## config.mk

```make
export PLATFORM = sky130hd
export DESIGN_NAME = mod_power_accumulator
export DESIGN_NICKNAME = d
export VERILOG_FILES = /design/src/rtl/pollard_pkg.sv /design/src/rtl/mod_mult.sv /design/src/rtl/mod_power_accumulator.sv
export SDC_FILE = /design/constraint.sdc
export NUM_CORES = 1
export LEC_CHECK = 0
export BUFFER_PORTS_ARGS = -buffer_cell sky130_fd_sc_hd__buf_2
export CORE_MARGIN = 2
export CORE_UTILIZATION = 53
export CTS_BUF_LIST = sky130_fd_sc_hd__clkbuf_8
export DETAILED_ROUTE_END_ITERATION = 16
export MAX_ROUTING_LAYER = met4
export PLACE_DENSITY = 0.71
export REMOVE_ABC_BUFFERS = 1
export SYNTH_ARGS = -nofsm -noshare
export SYNTH_HDL_FRONTEND = slang
export SYNTH_SLANG_ARGS = --single-unit
```

## constraint.sdc

```tcl
create_clock -name clk -period 8 [get_ports clk]
set_input_delay 0 -clock clk [delete_from_list [all_inputs] [get_ports clk]]
set_output_delay 0 -clock clk [all_outputs]
set_load 0.1 [all_outputs]
```

## src/rtl/pollard_pkg.sv

```systemverilog
`default_nettype none
// ============================================================================
// Package     : pollard_pkg
// Description : Shared widths and FSM state encodings for the Pollard p-1
//               datapath (exponent stage, power accumulator, gcd stage).
// Revision    : 1.0 - initial release
// ============================================================================
package pollard_pkg;

    // Default bus widths shared by every stage of the datapath
    localparam int POLLARD_WIDTH = 16;
    localparam int POLLARD_QBITS = 9;
    localparam int POLLARD_EBITS = 8;

    // Power-accumulator FSM state encoding
    typedef logic [2:0] state_t;
    localparam logic [2:0] IDLE  = 3'd0;
    localparam logic [2:0] ROUND = 3'd1;
    localparam logic [2:0] SQR   = 3'd2;
    localparam logic [2:0] MUL   = 3'd3;
    localparam logic [2:0] NXT   = 3'd4;
    localparam logic [2:0] FIN   = 3'd5;

endpackage
`default_nettype wire

```

## src/rtl/mod_mult.sv

```systemverilog
`default_nettype none
// ============================================================================
// Module      : mod_mult
// Description : Blakley shift-add modular multiplier, p = a*b mod n.
//               One multiplier bit per cycle, MSB first. The first bit is
//               consumed on the start edge so done rises exactly WIDTH
//               cycles after the cycle in which start is high.
// Revision    : 1.0 - initial release
// ============================================================================
module mod_mult
    import pollard_pkg::*;
#(
    parameter int WIDTH = POLLARD_WIDTH
) (
    input  logic             clk,
    input  logic             reset,
    input  logic             start,
    input  logic [WIDTH-1:0] a,
    input  logic [WIDTH-1:0] b,
    input  logic [WIDTH-1:0] n,
    output logic             done,
    output logic [WIDTH-1:0] p
);

    localparam int CW = $clog2(WIDTH + 1);

    logic [WIDTH-1:0] a_q;
    logic [WIDTH-1:0] n_q;
    logic [WIDTH-1:0] b_sh;
    logic [WIDTH-1:0] r;
    logic [CW-1:0]    cnt;
    logic             active;
    logic             done_q;

    // One Blakley step: double, reduce, conditionally add a, reduce.
    // Inputs are < n, so every intermediate fits in WIDTH+1 bits.
    function automatic logic [WIDTH-1:0] step(input logic [WIDTH-1:0] r_in,
                                              input logic [WIDTH-1:0] a_in,
                                              input logic [WIDTH-1:0] n_in,
                                              input logic             bit_in);
        logic [WIDTH:0] t;
        t = {r_in, 1'b0};
        if (t >= {1'b0, n_in}) t = t - {1'b0, n_in};
        if (bit_in)            t = t + {1'b0, a_in};
        if (t >= {1'b0, n_in}) t = t - {1'b0, n_in};
        return t[WIDTH-1:0];
    endfunction

    // Latch operands on start and walk the multiplier bits MSB first
    always_ff @(posedge clk or posedge reset) begin
        if (reset) begin
            a_q    <= '0;
            n_q    <= '0;
            b_sh   <= '0;
            r      <= '0;
            cnt    <= '0;
            active <= 1'b0;
            done_q <= 1'b0;
        end else begin
            done_q <= 1'b0;
            if (active) begin
                r    <= step(r, a_q, n_q, b_sh[WIDTH-1]);
                b_sh <= {b_sh[WIDTH-2:0], 1'b0};
                cnt  <= cnt - 1'b1;
                if (cnt == CW'(1)) begin
                    active <= 1'b0;
                    done_q <= 1'b1;
                end
            end else if (start) begin
                a_q    <= a;
                n_q    <= n;
                b_sh   <= {b[WIDTH-2:0], 1'b0};
                r      <= step('0, a, n, b[WIDTH-1]);
                cnt    <= CW'(WIDTH - 1);
                active <= 1'b1;
            end
        end
    end

    assign done = done_q;
    assign p    = r;

endmodule
`default_nettype wire

```

## src/rtl/mod_power_accumulator.sv

```systemverilog
`default_nettype none
// ============================================================================
// Module      : mod_power_accumulator
// Description : For each (q, e) job computes acc <= acc^(q^e) mod N as e
//               rounds of acc <= acc^q mod N, each by left-to-right
//               square-and-multiply on a single time-shared mod_mult.
// Revision    : 1.0 - initial release
// ============================================================================
module mod_power_accumulator
    import pollard_pkg::*;
#(
    parameter int WIDTH = POLLARD_WIDTH,
    parameter int QBITS = POLLARD_QBITS,
    parameter int EBITS = POLLARD_EBITS
) (
    input  logic             clk,
    input  logic             reset,
    input  logic [WIDTH-1:0] modulus,
    input  logic             init,
    input  logic [WIDTH-1:0] init_value,
    input  logic             start,
    input  logic [QBITS-1:0] prime,
    input  logic [EBITS-1:0] exponent,
    output logic             busy,
    output logic             done,
    output logic [WIDTH-1:0] acc
);

    localparam int BW = $clog2(QBITS);

    state_t           state;
    logic [WIDTH-1:0] acc_q;
    logic [WIDTH-1:0] base;
    logic [WIDTH-1:0] res;
    logic [QBITS-1:0] q_reg;
    logic [BW-1:0]    msb_reg;
    logic [BW-1:0]    bit_idx;
    logic [EBITS-1:0] rounds_left;
    logic             pending;
    logic [BW-1:0]    msb;
    logic             q_bit;
    logic             mult_start;
    logic             mult_done;
    logic [WIDTH-1:0] mult_p;

    // Priority encoder: index of the highest set bit of prime (0 when prime==0)
    always_comb begin
        msb = '0;
        for (int i = 0; i < QBITS; i++) begin
            if (prime[i]) msb = BW'(i);
        end
    end

    assign q_bit      = q_reg[bit_idx];
    assign mult_start = ((state == SQR) || (state == MUL && q_bit)) && !pending;

    mod_mult #(
        .WIDTH (WIDTH)
    ) u_mult (
        .clk   (clk),
        .reset (reset),
        .start (mult_start),
        .a     (res),
        .b     ((state == SQR) ? res : base),
        .n     (modulus),
        .done  (mult_done),
        .p     (mult_p)
    );

    // Track an issued multiply so it is launched only once per SQR/MUL visit
    always_ff @(posedge clk or posedge reset) begin
        if (reset)           pending <= 1'b0;
        else if (mult_start) pending <= 1'b1;
        else if (mult_done)  pending <= 1'b0;
    end

    // Job sequencing: rounds of square-and-multiply over the bits of q
    always_ff @(posedge clk or posedge reset) begin
        if (reset) begin
            state       <= IDLE;
            acc_q       <= WIDTH'(1);
            base        <= '0;
            res         <= '0;
            q_reg       <= '0;
            msb_reg     <= '0;
            bit_idx     <= '0;
            rounds_left <= '0;
        end else begin
            case (state)
                IDLE: begin
                    // init has priority; a simultaneous start is dropped
                    if (init) begin
                        acc_q <= init_value;
                    end else if (start) begin
                        q_reg       <= prime;
                        msb_reg     <= msb;
                        rounds_left <= exponent;
                        state       <= ROUND;
                    end
                end
                ROUND: begin
                    if (rounds_left == '0) begin
                        state <= FIN;
                    end else begin
                        base    <= acc_q;
                        res     <= WIDTH'(1);
                        bit_idx <= msb_reg;
                        state   <= SQR;
                    end
                end
                SQR: begin
                    if (mult_done) begin
                        res   <= mult_p;
                        state <= MUL;
                    end
                end
                MUL: begin
                    if (!q_bit) begin
                        state <= NXT;
                    end else if (mult_done) begin
                        res   <= mult_p;
                        state <= NXT;
                    end
                end
                NXT: begin
                    if (bit_idx != '0) begin
                        bit_idx <= bit_idx - 1'b1;
                        state   <= SQR;
                    end else begin
                        acc_q       <= res;
                        rounds_left <= rounds_left - 1'b1;
                        state       <= ROUND;
                    end
                end
                FIN:     state <= IDLE;
                default: state <= IDLE;
            endcase
        end
    end

    assign busy = (state != IDLE) && (state != FIN);
    assign done = (state == FIN);
    assign acc  = acc_q;

endmodule
`default_nettype wire
```

======== Word level (Yosys, flattened, before mapping) ========
Cells that the tools add are included.
word-level totals
  output and inout bits ................... 18
  word-level logic and storage cells ...... 129
  flip-flop bits (word level) ............. 148
  input port bits ......................... 53
operators by class
  bitwise gates (word level) .............. 3
  eq/ne operators ......................... 16
  $add $sub $neg .......................... 9
  magnitude comparators ................... 5
  multiplexer cells ....................... 58
  reductions and logical operators ........ 22
operators by type and width
  kind                                                                number
  2-to-1 mux 16 bit                                                   12
  2-to-1 mux 17 bit                                                   10
  greater-or-equal comparator 17 x 16 -> 1 bit                        3
  case mux 16 bit (3 select lines)                                    1
  2-to-1 mux 4 bit                                                    9
  adder 17 x 16 -> 17 bit                                             2
  case mux 16 bit (2 select lines)                                    1
  subtractor 16 bit                                                   2
  2-to-1 mux 8 bit                                                    3
  2-to-1 mux 3 bit                                                    6
  subtractor 1 x 16 -> 17 bit (first input constant)                  1
  subtractor 17 x 16 -> 17 bit                                        1
  greater-or-equal comparator 1 x 16 -> 1 bit (first input constant)  1
  case mux 8 bit (2 select lines)                                     1
  case mux 3 bit (5 select lines)                                     1
  != test 2 bit (second input constant)                               7
  AND reduction 3 bit                                                 4
  2-to-1 mux 5 bit                                                    2
  2-to-1 mux 1 bit                                                    9
  zero test 8 bit                                                     1
  case mux 4 bit (2 select lines)                                     1
  AND reduction 4 bit                                                 2
  nonzero test 2 bit                                                  4
  subtractor 8 x 1 -> 8 bit (second input constant)                   1
  20 further kinds                                                    28

======== Logic depth before layout (Yosys ltp) ========
  depth in word-level cells ............... 15
  mapped depth ............................ 30
  gate-level depth less buffers ........... 26

======== Modules after synthesis ========
From an unflattened synthesis, not the netlist that was laid out.
unflattened totals
  cell total of the unflattened synthesis .. 1393
  area total of the unflattened synthesis .. 11787.6 um2
modules (own cells, without submodules)
  module                 area an instance (um2)  sequential area each (um2)  instances  cells an instance
  mod_mult               7895.1                  1751.7                      1          993
  mod_power_accumulator  3892.5                  1903.1                      1          400

======== Least setup slack after synthesis ========
OpenSTA, ideal clock, no wires.
  path kind ............................... register to register
  from .................................... register u_mult.r[14] (netlist: u_mult.p[14])
  to ...................................... register u_mult.r[10] (netlist: u_mult.p[10])
  setup time .............................. 129 ps
  arrival time ............................ 5601 ps
  clock period less this slack ............ 5731 ps
  required time ........................... 7871 ps
  setup slack ............................. 2269 ps
  path buffers ............................ 5
  cell stages (with the launch flop) ...... 30
  cells stage by stage .................... dfrtp_1 > ha_1 > buf_2 > nand4_1 > nor4_1 > a2111oi_4 > nand3b_1 > buf_2 > and2_1 > ha_1 > inv_1 > fa_1 > nand3b_1 > a31oi_1 > o211a_1 > o21ai_0 > a211oi_1 > a21o_1 > ha_1 > clkbuf_1 > and4_1 > a31o_2 > a21oi_1 > nand3_1 > a221oi_1 > nand3b_1 > buf_2 > buf_8 > mux2i_1 > o32ai_1
between the ends
  longest elaborated chain between the ends .. 9
  elaborated cells between the ends (all ways) .. 11
  those cells by class .................... add/sub: 3; order compare: 2; mux: 6
RTL lines
  what                                                                                                 line            text
  from (decl)                                                                                          mod_mult.sv:30  logic [WIDTH-1:0] r;
  from (signal assigned)                                                                               mod_mult.sv:62  r <= step(r, a_q, n_q, b_sh[WIDTH-1]);
  from (signal assigned)                                                                               mod_mult.sv:73  r <= step('0, a, n, b[WIDTH-1]);
  subtractor 17 x 16 -> 17 bit / greater-or-equal comparator 17 x 16 -> 1 bit (equally long branches)  mod_mult.sv:43  if (t >= {1'b0, n_in}) t = t - {1'b0, n_in};
  2-to-1 mux 17 bit *                                                                                  mod_mult.sv:43
  2-to-1 mux 17 bit *                                                                                  mod_mult.sv:61  if (active) begin
  adder 17 x 16 -> 17 bit                                                                              mod_mult.sv:44  if (bit_in) t = t + {1'b0, a_in};
  2-to-1 mux 17 bit *                                                                                  mod_mult.sv:44
  2-to-1 mux 17 bit *                                                                                  mod_mult.sv:61
  greater-or-equal comparator 17 x 16 -> 1 bit / subtractor 16 bit (equally long branches)             mod_mult.sv:45  if (t >= {1'b0, n_in}) t = t - {1'b0, n_in};
  2-to-1 mux 16 bit *                                                                                  mod_mult.sv:45
  2-to-1 mux 16 bit *                                                                                  mod_mult.sv:61
Mark *: on every way between the ends. The rest lies on a longest branch, timed or not. The select of a mux whose other input is x is not followed.
A chain may end at the register's enable or synchronous reset.

======== Final worst setup path ========
  from .................................... register u_mult.r[12] (netlist: u_mult.p[12])
  to ...................................... register u_mult.r[0] (netlist: u_mult.p[0])
Same word-level chain as after synthesis.

==> out/metrics.cfg <==
[setup_path]
cp_top_family=simple AND/OR/NAND/NOR gates
cp-start-kind=register
reg2reg_from=u_mult.p[12]
r2r_setup_slack_ps=1090
timing.rr.end=u_mult.p[0]
cp-end-kind=register
arrival_ps=7300
critPathKind=reg -> reg
cp_slowest_cell=ha_1
critPathMaxStageDelay_ps=500
worst_ep_required_time_ps=8400
r2r_cells=26
critPathMaxFanout=12
path_buf_inv=3

[floorplanning]
core_sq_mm=0.0218
die_y_um=153
dieArea_sq_mm=0.0234
fp-row-count=54
start_util_pct=54.0
ioPinCount=71
dieWidth_um=153

[worst_hold_path]
worstHoldStart=init
hold_class=in -> reg
holdPathEnd=acc[0]
worstHoldPathCells=4

[clock_network]
clock_latency_ps=470
cts_tree=yes
cts.htree.levels=4
root_buffer=clkbuf_8
cts_sinks=146
numCtsBuffers=17
clkTransAtPathRegs_ps=90
clockBufferDepth=2
postCtsSetupRepairBufs=0

[cells_and_area]
fillers=1897
fin_nets=1603
diodes=0
final_area_sq_mm=0.0132
area_delta_synth_final_pct=11.7
drive_gt1_share_pct=14.7

[placed_design]
gp_congestion=0.982
placed_area_sq_mm=0.0122
dp_slack_ps=1170
hpwl_um=24400
portBuffers=70

[synthesis]
yosys.area.top_type=dfrtp_1
avgSynthCellArea_sq_um=8.61
syn_area_sq_mm=0.0118
synth_cell_types=88
async_reset_ff_share_pct=100
ys_seq_area_share_pct=31.0
synth.top_cell.area_share_pct=30.8
synth_seq_cells=146
synth_edf_count=0
netlist_instances=1368
synth_area_leaders=dfrtp_1 31%, ha_1 9.1%, o21ai_0 6.5%
synth_most_common_cell=o21ai_0
synth_ff_type=dfrtp_1
synth_common_cells=153 x o21ai_0, 145 x dfrtp_1, 139 x nand2_1, 102 x a21oi_1, 86 x ha_1
yosysWarningCount=0

[global_route]
grt_use_met2_pct=46.3
antenna_found_initial=0
grt_pass1_wl_um=52900
busiest_layer=met2
track_usage_pct=29.0
grtUsageMet1_pct=38.8
grt_pass1_vias=10100
grt_max_degree=86
grtUsageMet3_pct=3.52
grt_overflow_total=0

[sta]
rsz0062_at_grt=no
fin_skew_ps=15.9
worstMarginPinSlew_ps=1210
slew_headroom_pct=19.2
slew_violations=0
post-route-period-util_pct=86.3
tns_ps=0
worst_slack_ps=1090
hold_violations=0
fmax_ghz=0.145
fin_crit_ps=6910
finalSetupViolCount=0

[outcome]
status=completed

[routing]
routed_wl_um=32600
avgRoutedWirePerCell_um=18.6
vias_per_cell=5.99
drc=0
first_iter_violations=919
ant_nets=0
vias=10500
first_pass_iters=8

[run]
max_cap_viol_count=0

[tightest hold or removal path: stages]
cell,delay [ps]
buf_2,110
a21oi_4,180
nand2_1,120
o21ai_0,70
[how the worst max path moves through the flow]
stage | start | end | slack, ps | depth (start not counted)
6_report | u_mult.p[12] | u_mult.p[0] | 1090 | 26
5_1_grt | u_mult.p[12] | u_mult.p[0] | 600 | 26
4_1_cts | u_mult.p[12] | u_mult.p[0] | 1130 | 26
3_5_place_dp | u_mult.p[12] | u_mult.p[0] | 1170 | 26
3_3_place_gp | u_mult.n_q[1] | u_mult.p[0] | 1290 | 27
2_1_floorplan | u_mult.p[14] | u_mult.p[0] | 1580 | 24
[logic make-up after synthesis]
| logic type | after synthesis | share of synthesized area, % |
|---|---|---|
| flip-flops | 146 | 31.0 |
| AO/OA/AOI/OAI | 405 | 21.2 |
| XOR/XNOR | 60 | 4.52 |
| AND/OR/NAND/NOR | 413 | 17.3 |
| adder cells (fa/ha/maj) | 91 | 9.98 |
| buffers and inverters | 142 | 5.65 |
| multiplexers | 111 | 10.3 |
[metal layers]
| metal | wire (um) | vias to the layer above |
|---|---|---|
| li1 | - | 5173 |
| met2 | 15200 | 290 |
| met1 | 15100 | 4990 |
| met4 | 836 | 0 |
| met5 | 0 | - |
| met3 | 1420 | 48 |
[cell usage in the layout (no fill, tap or decap), drive strengths merged, types with 6 or more instances in the layout]
| master | count |
|---|---|
| and3 | 11 |
| o211ai | 11 |
| nand3 | 26 |
| a21o | 22 |
| xor2 | 27 |
| nor4 | 14 |
| a21oi | 102 |
| xnor2 | 33 |
| o32ai | 9 |
| o21bai | 6 |
| nand2 | 139 |
| and2 | 6 |
| o21a | 11 |
| ha | 86 |
| nor3 | 64 |
| o31ai | 11 |
| inv | 82 |
| o2111ai | 6 |
| nor2 | 75 |
| a211oi | 12 |
| dfrtp | 145 |
| mux2i | 45 |
| nand4 | 9 |
| o21ai | 154 |
| clkbuf | 17 |
| mux2 | 64 |
| buf | 85 |
| or3 | 15 |
| nor2b | 13 |
| dlygate4sd3 | 53 |
| nand3b | 6 |
| a31oi | 16 |
| nand2b | 14 |
| clkinv | 6 |
[final cells by class]
| cell class | count | area, sq um | area share (%) |
|---|---|---|---|
| Clock inverter | 15 | 155 | 1.18 |
| Sequential cell | 146 | 3650 | 27.8 |
| Inverter | 76 | 290 | 2.20 |
| Multi-Input combinational cell | 1080 | 7490 | 56.9 |
| Clock buffer | 17 | 234 | 1.78 |
| Timing Repair Buffer | 138 | 993 | 7.54 |
| Tap cell | 280 | 350 | 2.66 |
[per-stage QoR]
| step | instances | hold WS, ps | util (%) |
|---|---|---|---|
| 2_1_floorplan | 1302 | 96.9 | - |
| 3_3_place_gp | 1667 | 223 | 56.1 |
| 3_5_place_dp | 1667 | 226 | 56.1 |
| 4_1_cts | 1752 | 48.0 | 60.3 |
| 5_1_grt | 1752 | 93.4 | 60.3 |
| 6_report | 1752 | 29.9 | 60.3 |
[what timing repair did]
| item | 4_1_cts | 5_1_grt |
|---|---|---|
| gates resized for setup | 0 | 0 |
| hold buffers | 53 | 0 |
| hold endpoints to repair | 136 | 0 |
Power is not shown: default switching activity piles up to over one toggle a cycle in this logic, so the estimate is an artifact.
